### src/rtl/m72_video_timing.sv
// M72 raster timing: 8 MHz pixel enable from CLK_32M, beam counters, blanking/sync, vblank and raster IRQs.
// Optional M72_SYNC_ADJUST_EN adds frame-latched signed H_ADJ/V_ADJ sync window offsets.
module m72_video_timing #(
   parameter int unsigned H_TOTAL  = 512,
   parameter int unsigned H_START  = 64,
   parameter int unsigned H_VIS    = 384,
   parameter int unsigned HS_START = 472,
   parameter int unsigned HS_LEN   = 32,
   parameter int unsigned V_TOTAL  = 284,
   parameter int unsigned V_START  = 16,
   parameter int unsigned V_VIS    = 256,
   parameter int unsigned VS_START = 276,
   parameter int unsigned VS_LEN   = 4
) (
   input  logic        CLK_32M,
   input  logic        RESET,
   input  logic        IOWR,
   input  logic [19:0] A,
   input  logic [15:0] DIN,
   input  logic [1:0]  BYTE_SEL,
   input  logic [1:0]  INT_ACK,
`ifdef M72_SYNC_ADJUST_EN
   input  logic [3:0]  H_ADJ,
   input  logic [3:0]  V_ADJ,
`endif
   output logic        CE_PIX,
   output logic [8:0]  HE,
   output logic [8:0]  VE,
   output logic        HBLANK,
   output logic        VBLANK,
   output logic        HSYNC,
   output logic        VSYNC,
   output logic        VBL_IRQ,
   output logic        RAST_IRQ
);

   localparam int unsigned DIV_W = 2;
   localparam int unsigned POS_W = 9;
   localparam int unsigned ADJ_W = 4;

   logic [DIV_W-1:0] div_q, div_d;
   logic             ce_q, ce_d;
   logic [POS_W-1:0] he_q, he_d;
   logic [POS_W-1:0] ve_q, ve_d;
   logic             hblank_q, hblank_d;
   logic             vblank_q, vblank_d;
   logic             hsync_q, hsync_d;
   logic             vsync_q, vsync_d;
   logic [POS_W-1:0] rcmp_q, rcmp_d;
   logic             vbl_q, vbl_d;
   logic             rast_q, rast_d;
   logic             vbl_set_c;
   logic             rast_set_c;
   logic             unused_c;

`ifdef M72_SYNC_ADJUST_EN
   logic [ADJ_W-1:0] hadj_q, hadj_d;
   logic [ADJ_W-1:0] vadj_q, vadj_d;

   // Circular window test: start may fall outside 0..total-1 by less than one total.
   function automatic logic in_window(input logic [POS_W-1:0] pos, input int start,
                                      input int len, input int total);
      int s;
      int off;
      s = start;
      if (s < 0) s = s + total;
      else if (s >= total) s = s - total;
      off = int'(32'(pos)) + total - s;
      if (off >= total) off = off - total;
      return off < len;
   endfunction
`endif

   assign unused_c = ^{A[19:8], A[0], DIN[15:9]};

   always_comb begin
      div_d    = div_q + 2'd1;
      ce_d     = (div_d == 2'd3);
      he_d     = he_q;
      ve_d     = ve_q;
      rcmp_d   = rcmp_q;

      if (ce_q) begin
         if (32'(he_q) == H_TOTAL - 1) begin
            he_d = '0;
            if (32'(ve_q) == V_TOTAL - 1) ve_d = '0;
            else                          ve_d = ve_q + 9'd1;
         end else begin
            he_d = he_q + 9'd1;
         end
      end

      // Blanking and sync describe the position being entered on this edge.
      hblank_d = !((32'(he_d) >= H_START) && (32'(he_d) < H_START + H_VIS));
      vblank_d = !((32'(ve_d) >= V_START) && (32'(ve_d) < V_START + V_VIS));
`ifdef M72_SYNC_ADJUST_EN
      hadj_d   = hadj_q;
      vadj_d   = vadj_q;
      if (he_q == '0 && ve_q == '0) begin
         hadj_d = H_ADJ;
         vadj_d = V_ADJ;
      end
      hsync_d  = in_window(he_d, int'(HS_START) + int'($signed(hadj_q)), int'(HS_LEN), int'(H_TOTAL));
      vsync_d  = in_window(ve_d, int'(VS_START) + int'($signed(vadj_q)), int'(VS_LEN), int'(V_TOTAL));
`else
      hsync_d  = (32'(he_d) >= HS_START) && (32'(he_d) < HS_START + HS_LEN);
      vsync_d  = (32'(ve_d) >= VS_START) && (32'(ve_d) < VS_START + VS_LEN);
`endif

      if (IOWR && A[7:1] == 7'h20) begin
         if (BYTE_SEL[0]) rcmp_d[7:0] = DIN[7:0];
         if (BYTE_SEL[1]) rcmp_d[8]   = DIN[8];
      end

      // Compare uses the pre-write RCMP; out-of-range values never match.
      vbl_set_c  = ce_q && (he_d == '0) && (32'(ve_d) == V_START + V_VIS);
      rast_set_c = ce_q && (32'(he_d) == H_START + H_VIS) && (ve_d == rcmp_q)
                   && (32'(rcmp_q) < V_TOTAL);
      vbl_d      = vbl_set_c  | (vbl_q  & ~INT_ACK[0]);
      rast_d     = rast_set_c | (rast_q & ~INT_ACK[1]);
   end

   always_ff @(posedge CLK_32M) begin
      if (RESET) begin
         div_q    <= '0;
         ce_q     <= 1'b0;
         he_q     <= '0;
         ve_q     <= '0;
         hblank_q <= 1'b1;
         vblank_q <= 1'b1;
         hsync_q  <= 1'b0;
         vsync_q  <= 1'b0;
         rcmp_q   <= 9'h1FF;
         vbl_q    <= 1'b0;
         rast_q   <= 1'b0;
`ifdef M72_SYNC_ADJUST_EN
         hadj_q   <= '0;
         vadj_q   <= '0;
`endif
      end else begin
         div_q    <= div_d;
         ce_q     <= ce_d;
         he_q     <= he_d;
         ve_q     <= ve_d;
         hblank_q <= hblank_d;
         vblank_q <= vblank_d;
         hsync_q  <= hsync_d;
         vsync_q  <= vsync_d;
         rcmp_q   <= rcmp_d;
         vbl_q    <= vbl_d;
         rast_q   <= rast_d;
`ifdef M72_SYNC_ADJUST_EN
         hadj_q   <= hadj_d;
         vadj_q   <= vadj_d;
`endif
      end
   end

   assign CE_PIX   = ce_q;
   assign HE       = he_q;
   assign VE       = ve_q;
   assign HBLANK   = hblank_q;
   assign VBLANK   = vblank_q;
   assign HSYNC    = hsync_q;
   assign VSYNC    = vsync_q;
   assign VBL_IRQ  = vbl_q;
   assign RAST_IRQ = rast_q;

endmodule

### config.mk
export PLATFORM = sky130hd
export DESIGN_NAME = m72_video_timing
export DESIGN_NICKNAME = d
export VERILOG_FILES = /design/src/rtl/m72_video_timing.sv
export SDC_FILE = /design/constraint.sdc
export NUM_CORES = 1
export LEC_CHECK = 0
export CAP_MARGIN = 20
export CELL_PAD_IN_SITES_DETAIL_PLACEMENT = 0
export CELL_PAD_IN_SITES_GLOBAL_PLACEMENT = 2
export CORE_ASPECT_RATIO = 1.4
export CORE_MARGIN = 2
export CORE_UTILIZATION = 23
export CTS_CLUSTER_SIZE = 28
export DETAILED_ROUTE_END_ITERATION = 8
export PLACE_DENSITY = 0.82
export RECOVER_POWER = 100
export SETUP_SLACK_MARGIN = 0.3
export SKIP_LAST_GASP = 1
export SLEW_MARGIN = 20
export SYNTH_ARGS = -nofsm -noshare
export SYNTH_HDL_FRONTEND = slang
export SYNTH_SLANG_ARGS = --single-unit
### constraint.sdc
create_clock -name CLK_32M -period 2.52 [get_ports CLK_32M]
set_input_delay 0.504 -clock CLK_32M [delete_from_list [all_inputs] [get_ports CLK_32M]]
set_output_delay 0.504 -clock CLK_32M [all_outputs]
set_load 0.02 [all_outputs]
==> results of run 1 <==
-- state kept, by name, indices dropped and copies added, names as in the netlist --
name,count
HE,9
VE,9
rcmp_q,9
div_q,2
CE_PIX,1
HBLANK,1
HSYNC,1
RAST_IRQ,1
VBLANK,1
VBL_IRQ,1
VSYNC,1
-- routing by layer --
layer / vias up / part of all wire
li1: 996 / -
met1: 917 / 0.41
met2: 43 / 0.53
met3: 9 / 0.037
met4: 0 / 0.020
met5: - / 0
-- final cells by class --
cell class                      count  area (um^2)  share of cell area
Timing Repair Buffer               72        658.1              0.2222
Tap cell                          102        127.6             0.04309
Clock buffer                        8        156.4             0.05281
Multi-Input combinational cell    184         1267              0.4280
Inverter                            6        22.52            0.007605
Sequential cell                    36        729.5              0.2463
-- Yosys cell counts (3+ instances only) --
cell / number / share of area
dfxtp_1: 36 / 0.37
nor2_1: 33 / 0.063
nand2_1: 16 / 0.031
nand3_1: 13 / 0.033
a211o_1: 11 / 0.049
a21oi_1: 10 / 0.026
and3_1: 10 / 0.032
o21ai_0: 10 / 0.026
xnor2_1: 9 / 0.040
clkbuf_1: 8 / 0.015
nor3_1: 8 / 0.020
xor2_1: 7 / 0.031
inv_1: 6 / 0.012
nand4_1: 5 / 0.016
nor4_1: 5 / 0.016
a31oi_1: 4 / 0.013
ha_1: 4 / 0.026
mux2i_1: 4 / 0.020
nor2b_1: 4 / 0.013
buf_2: 3 / 0.0077
or3_1: 3 / 0.0096
-- power by group --
group          switching [uW]  total (uW)  internal, uW
clock network             226         647           421
registers                7.94         584           576
logic                    43.5         100          56.9
total                     277        1330          1050
-- worst paths after layout --
kind	to	slack, ns	cells after the start
setup / recovery	RAST_IRQ	0.18	10
setup reg to reg	RAST_IRQ	0.18	10
hold / removal	div_q[0]	0.41	1
hold reg to reg	div_q[0]	0.41	1
-- what timing repair did --
item | in CTS | in global routing
pin swaps | 7 | 5
setup buffers | 5 | 2
resized for setup | 7 | 11
endpoints found under the setup margin | 5 | 6
endpoints found under the hold margin | 0 | 0
-- through the flow --
| stage | utilization | total power, uW | instance area [um^2] | hold WS [ns] | instances |
|---|---|---|---|---|---|
| after floorplan | - | 633.7 | 2011 | 0.3925 | 239 |
| after global placement | 0.3251 | 691.5 | 2665 | 0.4016 | 393 |
| after detailed placement | 0.3251 | 692.2 | 2665 | 0.4029 | 393 |
| after CTS | 0.3530 | 1346 | 2894 | 0.4127 | 406 |
| after global routing | 0.3613 | 1383 | 2962 | 0.4259 | 408 |
| final | 0.3613 | 1331 | 2962 | 0.4125 | 408 |
-- cell families (layout without fill, tap and decap cells) --
family          after synthesis  after routing  synth area share
mux                           5              5           0.02620
buf+inv                      19             86           0.04217
compound gates               49             49            0.1770
flops                        36             36            0.3681
fa+ha+maj                     4              4           0.02556
simple gates                110            110            0.2895
xor+xnor                     16             16           0.07157
-- worst max-delay path: cells and delay by family (launching register included) --
family / cells / cell delay [ns]
DFF: 1 / 0.36
adders and majority gates: 2 / 0.35
AOI/OAI and AO/OA: 3 / 0.44
and+or+nand+nor: 4 / 0.89
xor gates and xnor gates: 1 / 0.19
==> results.yml, run 1 <==
outcome:
  run_status: "finished clean"
critical_path:
  critical_path.max_fanout: 6
  cp-startpoint: "HE[0]"
  end_kind: "flip-flop"
  cpPeakStageDelay_ns: 0.50
  r2r_path_start: "HE[0]"
  cpMostUsedCell: "ha_4"
  timing.critical_path.from_type: "flip-flop"
  worst_endpoint_data_arrival_time_ns: 2.53
  cp_cell_sequence: "ha_4 -> nand3_4 -> nor2_1 -> ha_4 -> nand2_1 -> nor4_1 -> a21oi_2 -> xor2_1 -> o2111ai_2 -> o31ai_2"
  worst_ep_required_time_ns: 2.71
  cpMaxStageDelayCell: "nor4_1"
  critical_setup_path_class: "flip-flop to flip-flop"
global_routing:
  grt_start_max_net_pins: 31
  grt_first_pass_wirelength_um: 9259
  global_route.usage.total: 0.1299
  met2_usage: 0.2325
  first_global_vias: 1918
  total_gr_overflow: 0
  antenna_found_initial: 0
  global_routing_usage_on_met3: 0.02632
  busiest_layer: "met2"
  grt_use_met1: 0.1487
sta:
  setup_total_negative_slack_ns: 0
  slew_headroom: 0.6336
  hold_viol_final: 0
  slew_worst_pin_ns: 0.5445
  finalClockSkew_ns: 0.005105
  fmax_mhz: 427.0
  setup_slack_ns: 0.1780
  grt_setup_unrepaired: "true"
  final.period_utilization: 0.9294
  final-setup-viol-count: 0
  final_period_minus_worst_setup_slack_ns: 2.342
  timing.final.max_slew_violations: 0
floorplanning:
  start_util: 0.2389
  die_area_mm2: 0.009278
  die_width_um: 81.98
  num_rows: 39
  dieHeight_um: 113.2
  fp.coreArea_mm2: 0.008198
  boundaryPins: 68
clock_tree:
  holdBufCountCts: 0
  numCtsBuffers: 5
  htree_levels: 2
  clock_path_buffers: 2
  clock_root_buffer: "clkbuf_16"
  clk_latency_worst_skew_pair_ns: 0.28
  clock_transition_at_the_registers_of_the_reported_paths_ns: 0.06
  cts.sink_count: 36
  tritoncts: "built"
drt:
  postRouteWirelength_um: 5827
  via_per_inst: 4.816
  detail_route.iter0.violations: 78
  wire_per_inst_um: 14.28
  num_vias: 1965
  drcViolationCount: 0
  drt_pre_antenna_iters: 4
  drtAntennaViolNets: 0
pwr:
  p_leak_uw: 0.001041
  power_per_unit_of_standard_cell_area_mw_per_mm2: 449.5
  maximum_vdd_drop_v: 0.0002359
finish:
  layout_common_cells: "clkdlybuf4s50_1, dfxtp_1, nor2_1, buf_4, nand2_1"
  num-fill-cells: 865
  mostFrequentLayoutCell: "clkdlybuf4s50_1"
  finalNetCount: 352
  diodes: 0
  drive_gt1_frac: 0.1895
  syn2layout_area_growth_pct: 51.25
synth:
  synth_cell_type_count: 48
  ys.flop_type: "dfxtp_1"
  postSynthNetCount: 286
  sequential_fraction_of_the_synthesis_area: 0.3681
  synth.ff_latch_count: 36
  syn-mean-instance-area_um2: 8.193
  mappedNetlistArea_mm2: 0.001958
  number_of_synthesized_flops_with_an_enable_pin: 0
  yosysWarningCount: 0
  netlist_instances: 239
  async_reset_ff_frac: 0
place:
  finalWeightedCongestion: 0.7433
  pre_cts_ws_ns: 0.1747
  count_of_buffers_from_port_buffering: 47
  hpwlAfterDp_um: 4358
job:
  max_cap_violations: 0
worst_hold_path:
  hold_path_startpoint: "div_q[0]"
  hold_path_class: "flip-flop to flip-flop"
Power figures use the tool's default switching activity.
==> run 2: changes to the inputs <==
--- a/config.mk
+++ b/config.mk
@@ -9,7 +9,7 @@
 export CELL_PAD_IN_SITES_DETAIL_PLACEMENT = 0
 export CELL_PAD_IN_SITES_GLOBAL_PLACEMENT = 2
 export CORE_ASPECT_RATIO = 1.4
-export CORE_MARGIN = 2
+export CORE_MARGIN = 1.5
 export CORE_UTILIZATION = 23
 export CTS_CLUSTER_SIZE = 28
 export DETAILED_ROUTE_END_ITERATION = 8
==> results.yml, run 2 (synthesis results as in run 1) <==
clock_tree:
  clock_transition_at_the_registers_of_the_reported_paths_ns: 0.06
  numCtsBuffers: 5
  clk_latency_worst_skew_pair_ns: 0.28
  holdBufCountCts: 0
  clock_root_buffer: "clkbuf_16"
  tritoncts: "built"
  cts.sink_count: 36
  htree_levels: 2
  clock_path_buffers: 2
critical_path:
  cpMaxStageDelayCell: "dfxtp_1"
  cpMostUsedCell: "ha_4"
  cpPeakStageDelay_ns: 0.38
  critical_path.max_fanout: 6
  cp_top_family: "simple AND/OR/NAND/NOR gates"
  path_buf_inv: 0
  r2r.worst_path.cells: 10
  worst_endpoint_data_arrival_time_ns: 2.47
  worst-path-stages: 10
  cp_cell_sequence: "ha_4 -> nand3_4 -> nor2_4 -> ha_4 -> nand4_1 -> nor2_2 -> mux2i_1 -> a21oi_2 -> or3b_4 -> a21o_1"
  timing.critical_path.from_type: "flip-flop"
  worst_ep_required_time_ns: 2.69
  end_kind: "flip-flop"
  setup.reg_to_reg.worst_slack_ns: 0.22
  critical_setup_path_class: "flip-flop to flip-flop"
place:
  count_of_buffers_from_port_buffering: 47
  finalWeightedCongestion: 0.8045
  hpwlAfterDp_um: 4368
sta:
  final_period_minus_worst_setup_slack_ns: 2.301
  setup_total_negative_slack_ns: 0
  slew_headroom: 0.1248
  final-setup-viol-count: 0
  slew_worst_pin_ns: 1.313
  finalClockSkew_ns: 0.004150
  hold_viol_final: 0
  final.period_utilization: 0.9133
  grt_setup_unrepaired: "true"
  final_layout_worst_hold_slack_ns: 0.4147
  fmax_mhz: 434.5
  timing.final.max_slew_violations: 0
pwr:
  p_leak_uw: 0.001089
  maximum_vdd_drop_v: 0.0002362
  power_per_unit_of_standard_cell_area_mw_per_mm2: 471.5
finish:
  finalNetCount: 348
  drive_gt1_frac: 0.1623
  syn2layout_area_growth_pct: 47.99
  layout_common_cells: "nor2_1, dfxtp_1, dlygate4sd3_1, clkdlybuf4s50_1, buf_4"
  mostFrequentLayoutCell: "nor2_1"
  diodes: 0
global_routing:
  global_route.usage.total: 0.1303
  first_global_vias: 1932
  grt_first_pass_wirelength_um: 9149
  total_gr_overflow: 0
  grt_start_max_net_pins: 30
  antenna_found_initial: 0
drt:
  via_per_inst: 4.800
  postRouteWirelength_um: 5646
  drtAntennaViolNets: 0
  num_vias: 1939
  drcViolationCount: 0
  drt_pre_antenna_iters: 4
  detail_route.iter0.violations: 81
  wire_per_inst_um: 13.98
job:
  max_cap_violations: 0
worst_hold_path:
  hold_path_class: "flip-flop to flip-flop"
  min_delay_path_depth: 1
floorplanning:
  dieHeight_um: 112.2
  start_util: 0.2389
  boundaryPins: 68
  die_area_mm2: 0.009084
  die_width_um: 80.98
  fp.coreArea_mm2: 0.008198
  num_rows: 39
outcome:
  run_status: "finished clean"
==> run 2: cell count changes in the layout (fill, tap and decap cells not counted), moves of 3 or more <==
cell	delta
clkdlybuf4s50_1	-25
dfxtp_2	+4
dfxtp_1	-3
dlygate4sd3_1	+25
buf_4	-6
==> run 2: routing by layer <==
metal | up-vias | share of wire | routed length (um) | global-route usage
met5 | - | 0 | 0 | 0
met4 | 0 | 0.0081 | 46 | 0.03908
met3 | 5 | 0.028 | 158 | 0.02276
met2 | 33 | 0.55 | 3113 | 0.2500
met1 | 914 | 0.41 | 2327 | 0.1394
li1 | 987 | - | - | -
==> run 2: cell type report <==
class | count | area (um^2)
fillers | 853 | 5300
multi-input cells | 184 | 1234
flip-flops and latches | 36 | 730.7
repair buffers | 68 | 620.6
well taps | 102 | 127.6
clock buffers | 5 | 125.1
clock inverters | 3 | 37.54
inverters | 6 | 22.52
==> run 2: worst register-to-register path, delay by kind of cell (launching register included) <==
| family | cells | cell delay (ns) |
|---|---|---|
| DFF | 1 | 0.38 |
| adders and majority gates | 2 | 0.36 |
| muxes | 1 | 0.24 |
| and+or+nand+nor | 5 | 0.95 |
| AOI/OAI and AO/OA | 2 | 0.27 |
==> run 2: power breakdown <==
part | internal (uW) | switching [uW]
logic | 54.2 | 43.3
registers | 577 | 7.27
clock network | 459 | 225
==> run 2: repair_timing <==
item                                    4_1_cts  5_1_grt
pin swaps                                     5        6
gates cloned                                  0        0
gates resized for setup                      10        5
buffers inserted                              4        0
endpoints found under the hold margin         0        0
endpoints found under the setup margin        5        4
==> run 2: worst paths after layout <==
kind              startpoint  endpoint
setup / recovery       HE[0]    VBLANK
hold / removal      div_q[0]  div_q[0]
setup reg to reg       HE[0]    VBLANK
hold reg to reg     div_q[0]  div_q[0]
==> run 2: through the flow <==
step,worst slack (ns),total power [uW],utilization,instances,instance area [um^2]
floorplan,0.1556,633.7,-,239,2011
global placement,0.1761,691.6,0.3242,392,2658
detailed placement,0.1609,692.8,0.3242,392,2658
CTS,0.2464,1384,0.3520,404,2885
global route,0.09010,1416,0.3535,404,2898
finish,0.2186,1366,0.3535,404,2898
==> run 3: changes to the inputs <==
--- a/config.mk
+++ b/config.mk
@@ -9,8 +9,8 @@
 export CELL_PAD_IN_SITES_DETAIL_PLACEMENT = 0
 export CELL_PAD_IN_SITES_GLOBAL_PLACEMENT = 2
 export CORE_ASPECT_RATIO = 1.4
-export CORE_MARGIN = 1.5
 export CORE_UTILIZATION = 23
+export CTS_CLUSTER_DIAMETER = 60
 export CTS_CLUSTER_SIZE = 28
 export DETAILED_ROUTE_END_ITERATION = 8
 export PLACE_DENSITY = 0.82
==> results.yml, run 3 (synthesis results as in run 1) <==
outcome:
  run_status: "finished clean"
floorplanning:
  dieHeight_um: 111.2
  start_util: 0.2389
  boundaryPins: 68
  die_area_mm2: 0.008892
  num_rows: 39
  fp.coreArea_mm2: 0.008198
  die_width_um: 79.98
drt:
  detail_route.iter0.violations: 65
  drt_pre_antenna_iters: 4
  num_vias: 1936
  drcViolationCount: 0
  via_per_inst: 4.768
  wire_per_inst_um: 13.98
  drtAntennaViolNets: 0
  postRouteWirelength_um: 5676
clock_tree:
  htree_levels: 2
  holdBufCountCts: 0
  tritoncts: "built"
  clock_path_buffers: 2
  clock_root_buffer: "clkbuf_16"
  clock_transition_at_the_registers_of_the_reported_paths_ns: 0.05
  cts.sink_count: 36
  clk_latency_worst_skew_pair_ns: 0.27
  numCtsBuffers: 5
pwr:
  netSwitchingFraction: 0.2077
  p_leak_uw: 0.001092
  net-switching-power_uw: 268.5
  clock_power_share: 0.473
  power_per_unit_of_standard_cell_area_mw_per_mm2: 440.8
  share_seq_of_total_power: 0.451
  maximum_vdd_drop_v: 0.0002264
  power_report.internal_total_uw: 1024
  power.share.combinational: 0.076
  p_total_uw: 1293
critical_path:
  cp_cell_sequence: "nand4_1 -> nor2_4 -> ha_4 -> nand2_1 -> buf_4 -> nor3_2 -> or2_0 -> nor4_4 -> a32o_1"
  worst_ep_required_time_ns: 2.69
  cp_top_family: "simple AND/OR/NAND/NOR gates"
  timing.critical_path.from_type: "flip-flop"
  critical_setup_path_class: "flip-flop to flip-flop"
  worst_endpoint_data_arrival_time_ns: 2.45
  cpPeakStageDelay_ns: 0.41
  setup.reg_to_reg.worst_slack_ns: 0.24
  end_kind: "flip-flop"
  path_buf_inv: 1
  critical_path.max_fanout: 6
  cpMaxStageDelayCell: "or2_0"
finish:
  finalNetCount: 350
  drive_gt1_frac: 0.1743
  syn2layout_area_growth_pct: 49.78
  layout_common_cells: "dfxtp_1, nor2_1, dlygate4sd3_1, clkdlybuf4s50_1, buf_4"
  finish.instance_area_mm2: 0.002933
  num-fill-cells: 874
  finish.cell_count_without_fillers: 406
  diodes: 0
global_routing:
  grt_first_pass_wirelength_um: 9114
  total_gr_overflow: 0
  grt_start_max_net_pins: 30
  global_route.usage.total: 0.1311
  first_global_vias: 1863
  antenna_found_initial: 0
sta:
  final_layout_worst_hold_slack_ns: 0.4142
  hold_viol_final: 0
  fmax_mhz: 438.3
  finalClockSkew_ns: 0.004399
  slew_headroom: 0.1222
  slew_worst_pin_ns: 1.317
  grt_setup_unrepaired: "true"
  setup_total_negative_slack_ns: 0
  final.period_utilization: 0.9054
  final_period_minus_worst_setup_slack_ns: 2.282
  timing.final.max_slew_violations: 0
  final-setup-viol-count: 0
worst_hold_path:
  hold_path_class: "flip-flop to flip-flop"
place:
  placed_instance_area_mm2: 0.002665
  placedCellCount: 393
  hpwlAfterDp_um: 4368
  finalWeightedCongestion: 0.8219
  count_of_buffers_from_port_buffering: 47
job:
  max_cap_violations: 0
## run 3: cell count changes in the layout (fill, tap and decap cells not counted), moves of 2 or more
cell,previous run,this run
clkbuf_1,2,4
buf_4,19,21
clkinv_1,2,0
xnor2_2,0,2
xnor2_1,9,7
dfxtp_2,5,3
## run 3: worst paths after layout
path                  from  depth (start not counted)        to
setup reg to reg     HE[6]                          9   VBL_IRQ
hold reg to reg   div_q[0]                          1  div_q[0]
setup / recovery     HE[6]                          9   VBL_IRQ
hold / removal    div_q[0]                          1  div_q[0]
## run 3: per-layer routing
metal | part of all wire | vias to the layer above | track usage
met2 | 0.54 | 41 | 0.2399
li1 | - | 992 | -
met5 | 0 | - | 0
met1 | 0.41 | 899 | 0.1523
met3 | 0.041 | 4 | 0.02469
met4 | 0.0088 | 0 | 0.03214
## run 3: final cells by class
cell class	count	area (um^2)	share of cell area
Clock buffer	8	146.4	0.04991
Inverter	6	22.52	0.007679
Multi-Input combinational cell	184	1269	0.4326
Sequential cell	36	732.0	0.2496
Tap cell	102	127.6	0.04352
Timing Repair Buffer	70	635.6	0.2167
## run 3: power groups by stage
| stage | logic, uW | registers (uW) | clock network [uW] |
|---|---|---|---|
| after global placement | 94.8 | 596 | 0 |
| final | 97.9 | 584 | 611 |
| after floorplan | 33.6 | 600 | 0 |
| after detailed placement | 95.7 | 596 | 0 |
| after global routing | 107 | 584 | 650 |
| after CTS | 99.0 | 583 | 627 |
## run 3: through the flow
stage | worst slack [ns] | utilization
2_1_floorplan | 0.1556 | -
3_3_place_gp | 0.1883 | 0.3251
3_5_place_dp | 0.1303 | 0.3251
4_1_cts | 0.2464 | 0.3526
5_1_grt | 0.08918 | 0.3578
6_report | 0.2384 | 0.3578
## run 3: worst reg2reg max path, delay by kind of cell, from the launching register on
kind | cells | cell delay, ns
fa+ha+maj | 1 | 0.18
simple gates | 6 | 1.24
buf+inv | 1 | 0.18
flops | 1 | 0.34
compound gates | 1 | 0.23
## run 3: repair_timing
action / 4_1_cts / 5_1_grt
buffers inserted: 5 / 0
gates cloned: 0 / 0
resized for setup: 9 / 10
endpoints found under the setup margin: 5 / 4
pin swaps: 6 / 8
